`config.mk`:
```
export PLATFORM = sky130hd
export DESIGN_NAME = taxi_eth_gmii_rate_adapt
export DESIGN_NICKNAME = d
export VERILOG_FILES = /design/src/rtl/taxi_eth_rate_pkg.sv /design/src/rtl/taxi_eth_gmii_rate_adapt_ch.sv /design/src/rtl/taxi_eth_gmii_rate_adapt.sv
export SDC_FILE = /design/constraint.sdc
export NUM_CORES = 1
export LEC_CHECK = 0
export ABC_AREA = 1
export CAP_MARGIN = 0
export CORE_UTILIZATION = 25
export CTS_CLUSTER_SIZE = 24
export DETAILED_ROUTE_END_ITERATION = 7
export PLACE_DENSITY = 0.55
export SKIP_CTS_REPAIR_TIMING = 1
export SLEW_MARGIN = 30
export SYNTH_ARGS = -nofsm -noshare
export SYNTH_HDL_FRONTEND = slang
export SYNTH_SLANG_ARGS = --single-unit
```
`constraint.sdc`:
```
create_clock -name clk -period 1.2 [get_ports clk]
set_input_delay 0.24 -clock clk [delete_from_list [all_inputs] [get_ports clk]]
set_output_delay 0.24 -clock clk [all_outputs]
set_load 0.01 [all_outputs]
```
`src/rtl/taxi_eth_rate_pkg.sv`:
```
`default_nettype none
// +----------------------------------------------------------------------------+
// | Package     : taxi_eth_rate_pkg                                            |
// | Description : Shared speed encoding and divider helpers for the GMII       |
// |               rate adapter.                                                |
// |   speed_t    : 0=10M, 1=100M, 2=1000M, 3=reserved                          |
// |   rate_div   : byte replication factor N for a speed (7 bits)             |
// |   speed_norm : maps a raw 2-bit request onto an applied speed             |
// | Revision    : 1.0 - initial release                                        |
// +----------------------------------------------------------------------------+
package taxi_eth_rate_pkg;

    localparam int DIV_W = 7;

    typedef enum logic [1:0] {
        SPEED_10   = 2'd0,
        SPEED_100  = 2'd1,
        SPEED_1000 = 2'd2,
        SPEED_RSVD = 2'd3
    } speed_t;

    function automatic logic [DIV_W-1:0] rate_div(input speed_t speed);
        logic [DIV_W-1:0] n;
        n = 7'd1;
        case (speed)
            SPEED_10:  n = 7'd100;
            SPEED_100: n = 7'd10;
            default:   n = 7'd1;
        endcase
        return n;
    endfunction

    // The reserved code runs as gigabit, so the applied speed never reports it.
    function automatic speed_t speed_norm(input logic [1:0] code);
        speed_t s;
        s = (code == 2'd3) ? SPEED_1000 : speed_t'(code);
        return s;
    endfunction

endpackage
`default_nettype wire

```
`src/rtl/taxi_eth_gmii_rate_adapt_ch.sv`:
```
`default_nettype none
// +----------------------------------------------------------------------------+
// | Module      : taxi_eth_gmii_rate_adapt_ch                                  |
// | Description : One channel of the GMII rate adapter. TX replicates each MAC |
// |               byte N times, RX aligns on frame start and decimates the     |
// |               replicated stream back to one byte per clock enable.         |
// | Ports       : clk, rst_n (async, active low)                               |
// |               cfg_speed / link_speed   requested / applied speed           |
// |               mac_tx*  -> phy_tx*      TX replicate, tx_clk_enable         |
// |               phy_rx*  -> mac_rx*      RX decimate, rx_clk_enable          |
// |               stat_rx_align_err        frame ended mid replication group   |
// | Revision    : 1.0 - initial release                                        |
// +----------------------------------------------------------------------------+
module taxi_eth_gmii_rate_adapt_ch
    import taxi_eth_rate_pkg::*;
#(
    parameter bit RX_ALIGN_CHECK = 1'b1
) (
    input  logic       clk,
    input  logic       rst_n,
    input  logic [1:0] cfg_speed,
    output logic [1:0] link_speed,
    input  logic [7:0] mac_txd,
    input  logic       mac_tx_en,
    input  logic       mac_tx_er,
    output logic       tx_clk_enable,
    output logic [7:0] phy_txd,
    output logic       phy_tx_en,
    output logic       phy_tx_er,
    input  logic [7:0] phy_rxd,
    input  logic       phy_rx_dv,
    input  logic       phy_rx_er,
    output logic       rx_clk_enable,
    output logic [7:0] mac_rxd,
    output logic       mac_rx_dv,
    output logic       mac_rx_er,
    output logic       stat_rx_align_err
);

    speed_t             r_tx_speed;
    speed_t             r_rx_speed;
    logic [DIV_W-1:0]   r_tx_cnt;
    logic [DIV_W-1:0]   r_rx_cnt;
    logic               r_tx_clk_en;
    logic [7:0]         r_phy_txd;
    logic               r_phy_tx_en;
    logic               r_phy_tx_er;
    logic               r_rx_dv_prev;
    logic               r_rx_clk_en;
    logic [7:0]         r_mac_rxd;
    logic               r_mac_rx_dv;
    logic               r_mac_rx_er;
    logic               r_align_err;

    logic [DIV_W-1:0]   w_tx_n;
    logic [DIV_W-1:0]   w_rx_n;
    logic               w_tx_bnd;
    logic               w_tx_apply;
    logic [DIV_W-1:0]   w_tx_cnt_nxt;
    logic               w_rx_bnd;
    logic               w_rx_rise;
    logic               w_rx_fall;
    logic               w_rx_apply;
    logic               w_rx_sample;
    logic [DIV_W-1:0]   w_rx_cnt_nxt;

    always_comb begin
        w_tx_n       = rate_div(r_tx_speed);
        w_tx_bnd     = (r_tx_cnt == w_tx_n - DIV_W'(1));
        // Speed only moves between frames, at a group boundary, so no byte
        // is ever cut short and phy_tx_en cannot glitch.
        w_tx_apply   = w_tx_bnd && !mac_tx_en && !r_phy_tx_en;
        w_tx_cnt_nxt = w_tx_bnd ? '0 : r_tx_cnt + DIV_W'(1);

        w_rx_n       = rate_div(r_rx_speed);
        w_rx_bnd     = (r_rx_cnt == w_rx_n - DIV_W'(1));
        w_rx_rise    = phy_rx_dv && !r_rx_dv_prev;
        w_rx_fall    = !phy_rx_dv && r_rx_dv_prev;
        // RX follows the applied TX speed, but only while fully idle.
        w_rx_apply   = w_rx_bnd && !phy_rx_dv && !r_mac_rx_dv &&
                       (r_rx_speed != r_tx_speed);
        // Frame start re-phases the decimator: the rising cycle is the first
        // sample of its group, so the counter continues from 1.
        w_rx_sample  = (r_rx_cnt == '0) || w_rx_rise;
        if (w_rx_rise) begin
            w_rx_cnt_nxt = (w_rx_n == DIV_W'(1)) ? '0 : DIV_W'(1);
        end else if (w_rx_bnd) begin
            w_rx_cnt_nxt = '0;
        end else begin
            w_rx_cnt_nxt = r_rx_cnt + DIV_W'(1);
        end
    end

    // TX: divider, clock enable, replicate register and speed latch
    always_ff @(posedge clk or negedge rst_n) begin
        if (!rst_n) begin
            r_tx_speed  <= SPEED_1000;
            r_tx_cnt    <= '0;
            r_tx_clk_en <= 1'b0;
            r_phy_txd   <= '0;
            r_phy_tx_en <= 1'b0;
            r_phy_tx_er <= 1'b0;
        end else begin
            if (w_tx_apply) begin
                r_tx_speed <= speed_norm(cfg_speed);
            end
            r_tx_cnt    <= w_tx_cnt_nxt;
            // Registered copy of (counter == 0) for the upcoming cycle.
            r_tx_clk_en <= (w_tx_cnt_nxt == '0);
            if (r_tx_clk_en) begin
                r_phy_txd   <= mac_txd;
                r_phy_tx_en <= mac_tx_en;
                r_phy_tx_er <= mac_tx_er;
            end
        end
    end

    // RX: alignment, decimation and alignment-error detect
    always_ff @(posedge clk or negedge rst_n) begin
        if (!rst_n) begin
            r_rx_speed   <= SPEED_1000;
            r_rx_cnt     <= '0;
            r_rx_dv_prev <= 1'b0;
            r_rx_clk_en  <= 1'b0;
            r_mac_rxd    <= '0;
            r_mac_rx_dv  <= 1'b0;
            r_mac_rx_er  <= 1'b0;
            r_align_err  <= 1'b0;
        end else begin
            if (w_rx_apply) begin
                r_rx_speed <= r_tx_speed;
            end
            r_rx_cnt     <= w_rx_cnt_nxt;
            r_rx_dv_prev <= phy_rx_dv;
            r_rx_clk_en  <= w_rx_sample;
            // Error is taken from the sampled cycle only, not OR-ed over the group.
            if (w_rx_sample) begin
                r_mac_rxd   <= phy_rxd;
                r_mac_rx_dv <= phy_rx_dv;
                r_mac_rx_er <= phy_rx_er;
            end
            r_align_err  <= RX_ALIGN_CHECK && w_rx_fall && (r_rx_cnt != '0);
        end
    end

    assign link_speed        = r_tx_speed;
    assign tx_clk_enable     = r_tx_clk_en;
    assign phy_txd           = r_phy_txd;
    assign phy_tx_en         = r_phy_tx_en;
    assign phy_tx_er         = r_phy_tx_er;
    assign rx_clk_enable     = r_rx_clk_en;
    assign mac_rxd           = r_mac_rxd;
    assign mac_rx_dv         = r_mac_rx_dv;
    assign mac_rx_er         = r_mac_rx_er;
    assign stat_rx_align_err = r_align_err;

endmodule
`default_nettype wire

```
`src/rtl/taxi_eth_gmii_rate_adapt.sv`:
```
`default_nettype none
// +----------------------------------------------------------------------------+
// | Module      : taxi_eth_gmii_rate_adapt                                     |
// | Description : Multi-channel GMII rate adapter between 1G MAC cores running |
// |               with clk_enable and a shared SGMII/QSGMII PCS. Channels are  |
// |               fully independent; this level only slices the buses.         |
// | Ports       : clk, rst_n; per channel (CH wide, x8 for data, x2 speed):    |
// |               cfg_speed, link_speed, mac_tx*, tx_clk_enable, phy_tx*,      |
// |               phy_rx*, rx_clk_enable, mac_rx*, stat_rx_align_err           |
// | Revision    : 1.0 - initial release                                        |
// +----------------------------------------------------------------------------+
module taxi_eth_gmii_rate_adapt
    import taxi_eth_rate_pkg::*;
#(
    parameter int CH             = 4,
    parameter bit RX_ALIGN_CHECK = 1'b1
) (
    input  logic [0:0]      clk,
    input  logic            rst_n,
    input  logic [2*CH-1:0] cfg_speed,
    output logic [2*CH-1:0] link_speed,
    input  logic [8*CH-1:0] mac_txd,
    input  logic [CH-1:0]   mac_tx_en,
    input  logic [CH-1:0]   mac_tx_er,
    output logic [CH-1:0]   tx_clk_enable,
    output logic [8*CH-1:0] phy_txd,
    output logic [CH-1:0]   phy_tx_en,
    output logic [CH-1:0]   phy_tx_er,
    input  logic [8*CH-1:0] phy_rxd,
    input  logic [CH-1:0]   phy_rx_dv,
    input  logic [CH-1:0]   phy_rx_er,
    output logic [CH-1:0]   rx_clk_enable,
    output logic [8*CH-1:0] mac_rxd,
    output logic [CH-1:0]   mac_rx_dv,
    output logic [CH-1:0]   mac_rx_er,
    output logic [CH-1:0]   stat_rx_align_err
);

    for (genvar g = 0; g < CH; g++) begin : g_ch
        taxi_eth_gmii_rate_adapt_ch #(
            .RX_ALIGN_CHECK(RX_ALIGN_CHECK)
        ) u_ch (
            .clk              (clk),
            .rst_n            (rst_n),
            .cfg_speed        (cfg_speed[2*g +: 2]),
            .link_speed       (link_speed[2*g +: 2]),
            .mac_txd          (mac_txd[8*g +: 8]),
            .mac_tx_en        (mac_tx_en[g]),
            .mac_tx_er        (mac_tx_er[g]),
            .tx_clk_enable    (tx_clk_enable[g]),
            .phy_txd          (phy_txd[8*g +: 8]),
            .phy_tx_en        (phy_tx_en[g]),
            .phy_tx_er        (phy_tx_er[g]),
            .phy_rxd          (phy_rxd[8*g +: 8]),
            .phy_rx_dv        (phy_rx_dv[g]),
            .phy_rx_er        (phy_rx_er[g]),
            .rx_clk_enable    (rx_clk_enable[g]),
            .mac_rxd          (mac_rxd[8*g +: 8]),
            .mac_rx_dv        (mac_rx_dv[g]),
            .mac_rx_er        (mac_rx_er[g]),
            .stat_rx_align_err(stat_rx_align_err[g])
        );
    end

endmodule
`default_nettype wire
```
* Word level (Yosys, flattened, before mapping)
Index checks and enable logic that the tools add are counted.
** Storage, ports and cells
- Flip-flop bits (word level) :: 168
- Bits in latches :: 0
- Bits in writable memories :: 0
- ROM bits :: 0
- Bits of input ports :: 90
- Output and inout port bits :: 100
- Word-level logic and storage cells :: 204
- Memories :: 0
** Operators by class
- $add $sub $neg :: 16
- $mul :: 0
- Div/mod/pow operators :: 0
- Order comparisons :: 0
- Eq/ne operators :: 28
- Shift operators :: 0
- Mux-type cells :: 28
- Bitwise logic cells :: 0
- Reductions and logical operators :: 76
** Operators with widths (number)
- $pmux 7 s2 :: 8
- $mux 7 :: 12
- $add 7x1->7 const B :: 8
- $eq 7x7->1 :: 8
- $logic_not 7->1 :: 8
- $sub 7x1->7 const B :: 8
- $logic_and 1x1->1 :: 32
- $eq 7x1->1 const B :: 4
- $reduce_bool 7->1 :: 4
- $logic_not 1->1 :: 20
- $eq 2x1->1 const B :: 8
- $logic_not 2->1 :: 8
- $eq 2x2->1 const B :: 4
- $mux 2 :: 4
- $ne 2x2->1 :: 4
- $logic_or 1x1->1 :: 4
- $mux 1 :: 4

* Logic depth before layout (Yosys ltp)
- Word-level depth :: 7
- Depth in mapped cells :: 10
- Depth with buffers taken out :: 10

* Modules after synthesis
A second synthesis with hierarchy kept.
** Unflattened totals
- Cells, all modules :: 876
- Area, all modules :: 7852.5 um^2
** Modules (own cells, without submodules)
- taxi_eth_gmii_rate_adapt_ch :: times used 4, cells an instance 219, area each 1963.1 um^2, seq. area each 1053.5 um^2

* Worst setup path before layout
OpenSTA, ideal clock, no wires.
- Path type :: register to register
- Start :: register g_ch[3].u_ch.r_tx_speed[1]
- End :: register g_ch[3].u_ch.r_tx_speed[0]
- Setup time :: 0.118 ns
- Arrival :: 1.208 ns
- Data required time :: 1.082 ns
- Path slack :: -0.126 ns
- Stages on the path, launching flop included :: 10
- Path buffers :: 0
- Period minus slack after synthesis :: 1.326 ns
- Cell sequence :: dfstp_2 -> inv_2 -> nand2_1 -> nand3_1 -> nor2_1 -> nand2_2 -> inv_2 -> nand2_2 -> nand2_1 -> nand2_1
** Between the ends
- Word-level cells in the longest chain between the ends :: 6
- Elaborated cells between the ends (all ways) :: 7
- Those cells by class :: add/sub: 1; eq/ne: 2; mux: 1; reduce/logical: 3
** RTL lines
- start: declaration :: line taxi_eth_gmii_rate_adapt_ch.sv:40 : speed_t r_tx_speed;
- start signal: assignment :: line taxi_eth_gmii_rate_adapt_ch.sv:105 : r_tx_speed <= speed_norm(cfg_speed);
- $eq 2x1->1 / $logic_not 2->1 (equally long branches) :: line taxi_eth_rate_pkg.sv:25 : case (speed)
- $pmux 7 s2 (*) :: line taxi_eth_rate_pkg.sv:25
- $sub 7x1->7 (*) :: line taxi_eth_gmii_rate_adapt_ch.sv:69 : w_tx_bnd = (r_tx_cnt == w_tx_n - DIV_W'(1));
- $eq 7x7->1 (*) :: line taxi_eth_gmii_rate_adapt_ch.sv:69
- $logic_and 1x1->1 (*) (2 in series) :: line taxi_eth_gmii_rate_adapt_ch.sv:72 : w_tx_apply = w_tx_bnd && !mac_tx_en && !r_phy_tx_en;
Mark *: on every way between the ends. The rest lies on a longest branch, timed or not.
A chain may end at the register's enable or synchronous reset.

* Worst setup path in the final report
- Start :: register g_ch[2].u_ch.r_tx_speed[1]
- End :: output port link_speed[5]
** RTL lines
- start: declaration :: line taxi_eth_gmii_rate_adapt_ch.sv:40
- start signal: assignment :: line taxi_eth_gmii_rate_adapt_ch.sv:105
- end: declaration :: line taxi_eth_gmii_rate_adapt.sv:21 : output logic [2*CH-1:0] link_speed,
No word-level cell between the ends.

==> results.md <==
* Final instance area at 12700 sq um
* Total GRT Usage at 12.4%
* Vias per inst at 4.17
* Max stage delay on crit path at 620 ps
* Part of the Yosys area used for sequential elements at 51.7%
* Via count of the first global-routing pass at 6948
* Required time reported for the critical path endpoint at 960 ps
* Number of input and output port buffers inserted at 189
* Final Total Pwr at 29.0 mW
* Fraction of final layout cells with drive strength greater than 1 at 41.5%
* Wire length on met3 at 1440 um
* WL final at 21000 um
* Total CTS buffers at 17
* Post-Route M1 WL at 9240 um
* Site row count at 65
* Number of cells in the finished layout apart from fillers at 1767
* CTS sink count at 168
* Flip-flop and latch count after synthesis at 168
* Chip Width at 183 um
* Placed Instances at 1693
* Min Tclk post-route at 1420 ps
* Worst hold slack across all endpoints at 193 ps
* Count of H-tree levels built during CTS at 4
* Area of the core at 31800 sq um
* Ratio of total power to cell area at 2290 nW/um^2
* Worst hold path class: in2async
* Clock insertion delay at the later pin of the skew report at 440 ps
* Die outline area at 33300 sq um
* Status: complete, but fails checks
* Vias at 7361
* FMAX at 703 MHz
* Total iterations of the first detailed-routing run at 4
* Worst setup margin at -223 ps
* RSZ-0062 raised after global routing: true
* Final Hold Viols at 0
* DRC violations left at 0
* Max-Slew Margin vs Limit at 79.5%
* Buf+Inv Stages, Crit Path at 1
* Worst-case clock buffer depth at 2
* Area Growth Syn to Fin at 55.4%
* Post-route clock skew at 8.01 ps
* Synthesis Warnings at 0
* Average wire per standard cell at 11.9 um
* Setup CP Type: reg2out
* Placement Cell Area at 11600 sq um
* Final setup violation count at 141
* Ant. Diodes at 0
* Post-route clock period utilization at 119%
* Crit start category: flip-flop
* Violation count after the first detailed-routing iteration at 245
* Final GP Congestion at 0.812
* Max_cap viols at 0
* Register clock-pin slew on the reported worst setup and hold paths at 70 ps
* Top library cells by usage in the layout, fill and taps aside: 214 x nand2_1, 173 x buf_4, 147 x dfrtp_1, 108 x inv_1, 88 x clkdlybuf4s50_1
* Highest metal layer used by the detailed router: met4
* Synthesized area per cell at 8.45 sq um
* Cells along the critical path: buf_6
* Aggregate global routing overflow at 0
* Final Max Slew Viols at 0
* Global-route wire length before repair at 33200 um
* Summed instance area of the synthesized netlist at 8150 sq um
* CP Capture Type: output pin
* Slew at the pin with the worst max-slew slack at 308 ps
* Worst ir drop on vdd at 0.948 mV
* Root buffer cell: clkbuf_16
* Synthesized net count at 1066
* Pleak at 6.46 nW
* Data arrival time of the critical path at 1180 ps
* Starting density of the core at 25.6%
* Post-detailed-placement half-perimeter wirelength at 15200 um
* Slowest CP cell: dfstp_2
* Failing checks: setup timing
* Cell count after synthesis at 964
* Met2 Routed Length at 10100 um
* Io pins at 190
* CP Max Fanout at 5
* Overall die height at 183 um
* Number of nets in the finished design at 1421
* Cell family contributing the most delay on the critical path: flip-flops
* Most common cell after layout, fill and taps aside: nand2_1
* Initial antenna violation count at 0
* Detail Route Antenna Nets at 0
* Pin count of the biggest net entering global routing at 54
* Core Util, Final at 39.8%
* Unique masters post-synth at 27
* CTS tree: done
-- power by group --
| group | switching (mW) | internal [mW] |
|---|---|---|
| combinational | 6.96 | 7.14 |
| clock | 2.47 | 2.94 |
| sequential | 1.64 | 7.81 |
-- state kept, by name, indices dropped and copies added (netlist names) --
signal / count
g_ch.u_ch.link_speed: 8
g_ch.u_ch.mac_rx_dv: 4
g_ch.u_ch.mac_rx_er: 4
g_ch.u_ch.mac_rxd: 32
g_ch.u_ch.phy_tx_en: 4
g_ch.u_ch.phy_tx_er: 4
g_ch.u_ch.phy_txd: 32
g_ch.u_ch.r_rx_cnt: 28
g_ch.u_ch.r_rx_dv_prev: 4
g_ch.u_ch.r_rx_speed: 8
g_ch.u_ch.r_tx_cnt: 28
g_ch.u_ch.rx_clk_enable: 4
g_ch.u_ch.stat_rx_align_err: 4
g_ch.u_ch.tx_clk_enable: 4
-- synthesized netlist by cell type, drive strengths merged --
| cell type | n | area share, % |
|---|---|---|
| dfrtp | 160 | 49 |
| nand3b | 1 | 0.092 |
| ha | 12 | 1.8 |
| xor2 | 12 | 1.3 |
| nand3 | 92 | 5.8 |
| clkbuf | 4 | 0.18 |
| nor3 | 6 | 0.37 |
| o22ai | 4 | 0.31 |
| mux2 | 37 | 5.1 |
| o21a | 4 | 0.37 |
| o21ai | 26 | 1.6 |
| nand4 | 28 | 2.2 |
| dfstp | 8 | 2.6 |
| nor3b | 2 | 0.18 |
| nor2 | 101 | 5.1 |
| a21oi | 4 | 0.25 |
| nand2 | 279 | 13 |
| inv | 134 | 6.2 |
| xnor2 | 6 | 0.65 |
| buf | 44 | 3.6 |
-- layout make-up --
class,instances,area (sq um)
Inverter,134,520
Clock inverter,13,121
Clock buffer,19,443
Sequential cell,168,4230
Timing Repair Buffer,384,3150
Multi-Input combinational cell,614,3650
Fill cell,3189,19100
Tap cell,435,544
-- cell families (layout without fill, tap and decap cells) --
family,Yosys count,count (layout),synth area share (%)
and+or+nand+nor,509,509,26.9
buffers and inverters,182,550,9.95
DFF,168,168,51.7
AOI/OAI and AO/OA,38,38,2.52
muxes,37,37,5.11
xor gates and xnor gates,18,18,1.94
adders and majority gates,12,12,1.84
-- metrics by stage --
step / TNS (ps) / setup WS (ps)
after floorplan: -994 / -109
after global placement: -21810 / -278
after detailed placement: -24430 / -306
after CTS: -55670 / -681
after global routing: -26560 / -291
final: -13840 / -223
-- worst paths after layout --
kind | start | end | slack, ps | depth (start not counted)
worst min-delay path | rst_n | g_ch[1].u_ch.phy_txd[7] | 190 | 2
worst min register to register | g_ch[2].u_ch.phy_txd[1] | g_ch[2].u_ch.phy_txd[1] | 500 | 1
min in group clk | phy_rxd[16] | g_ch[2].u_ch.mac_rxd[0] | 340 | 3
max in group asynchronous | rst_n | g_ch[0].u_ch.phy_txd[7] | 380 | 4
worst max-delay path | g_ch[2].u_ch.link_speed[1] | link_speed[5] | -220 | 1
worst max register to register | g_ch[3].u_ch.link_speed[1] | g_ch[3].u_ch.link_speed[0] | -210 | 9
-- metal layers --
layer  vias to the layer above  track usage [%]
li1                       3713                -
met1                      3456             15.4
met4                         0             3.70
met5                         -                0
met3                        14             4.61
met2                       178             20.1
No activity file was read; power rests on OpenSTA's default activity.
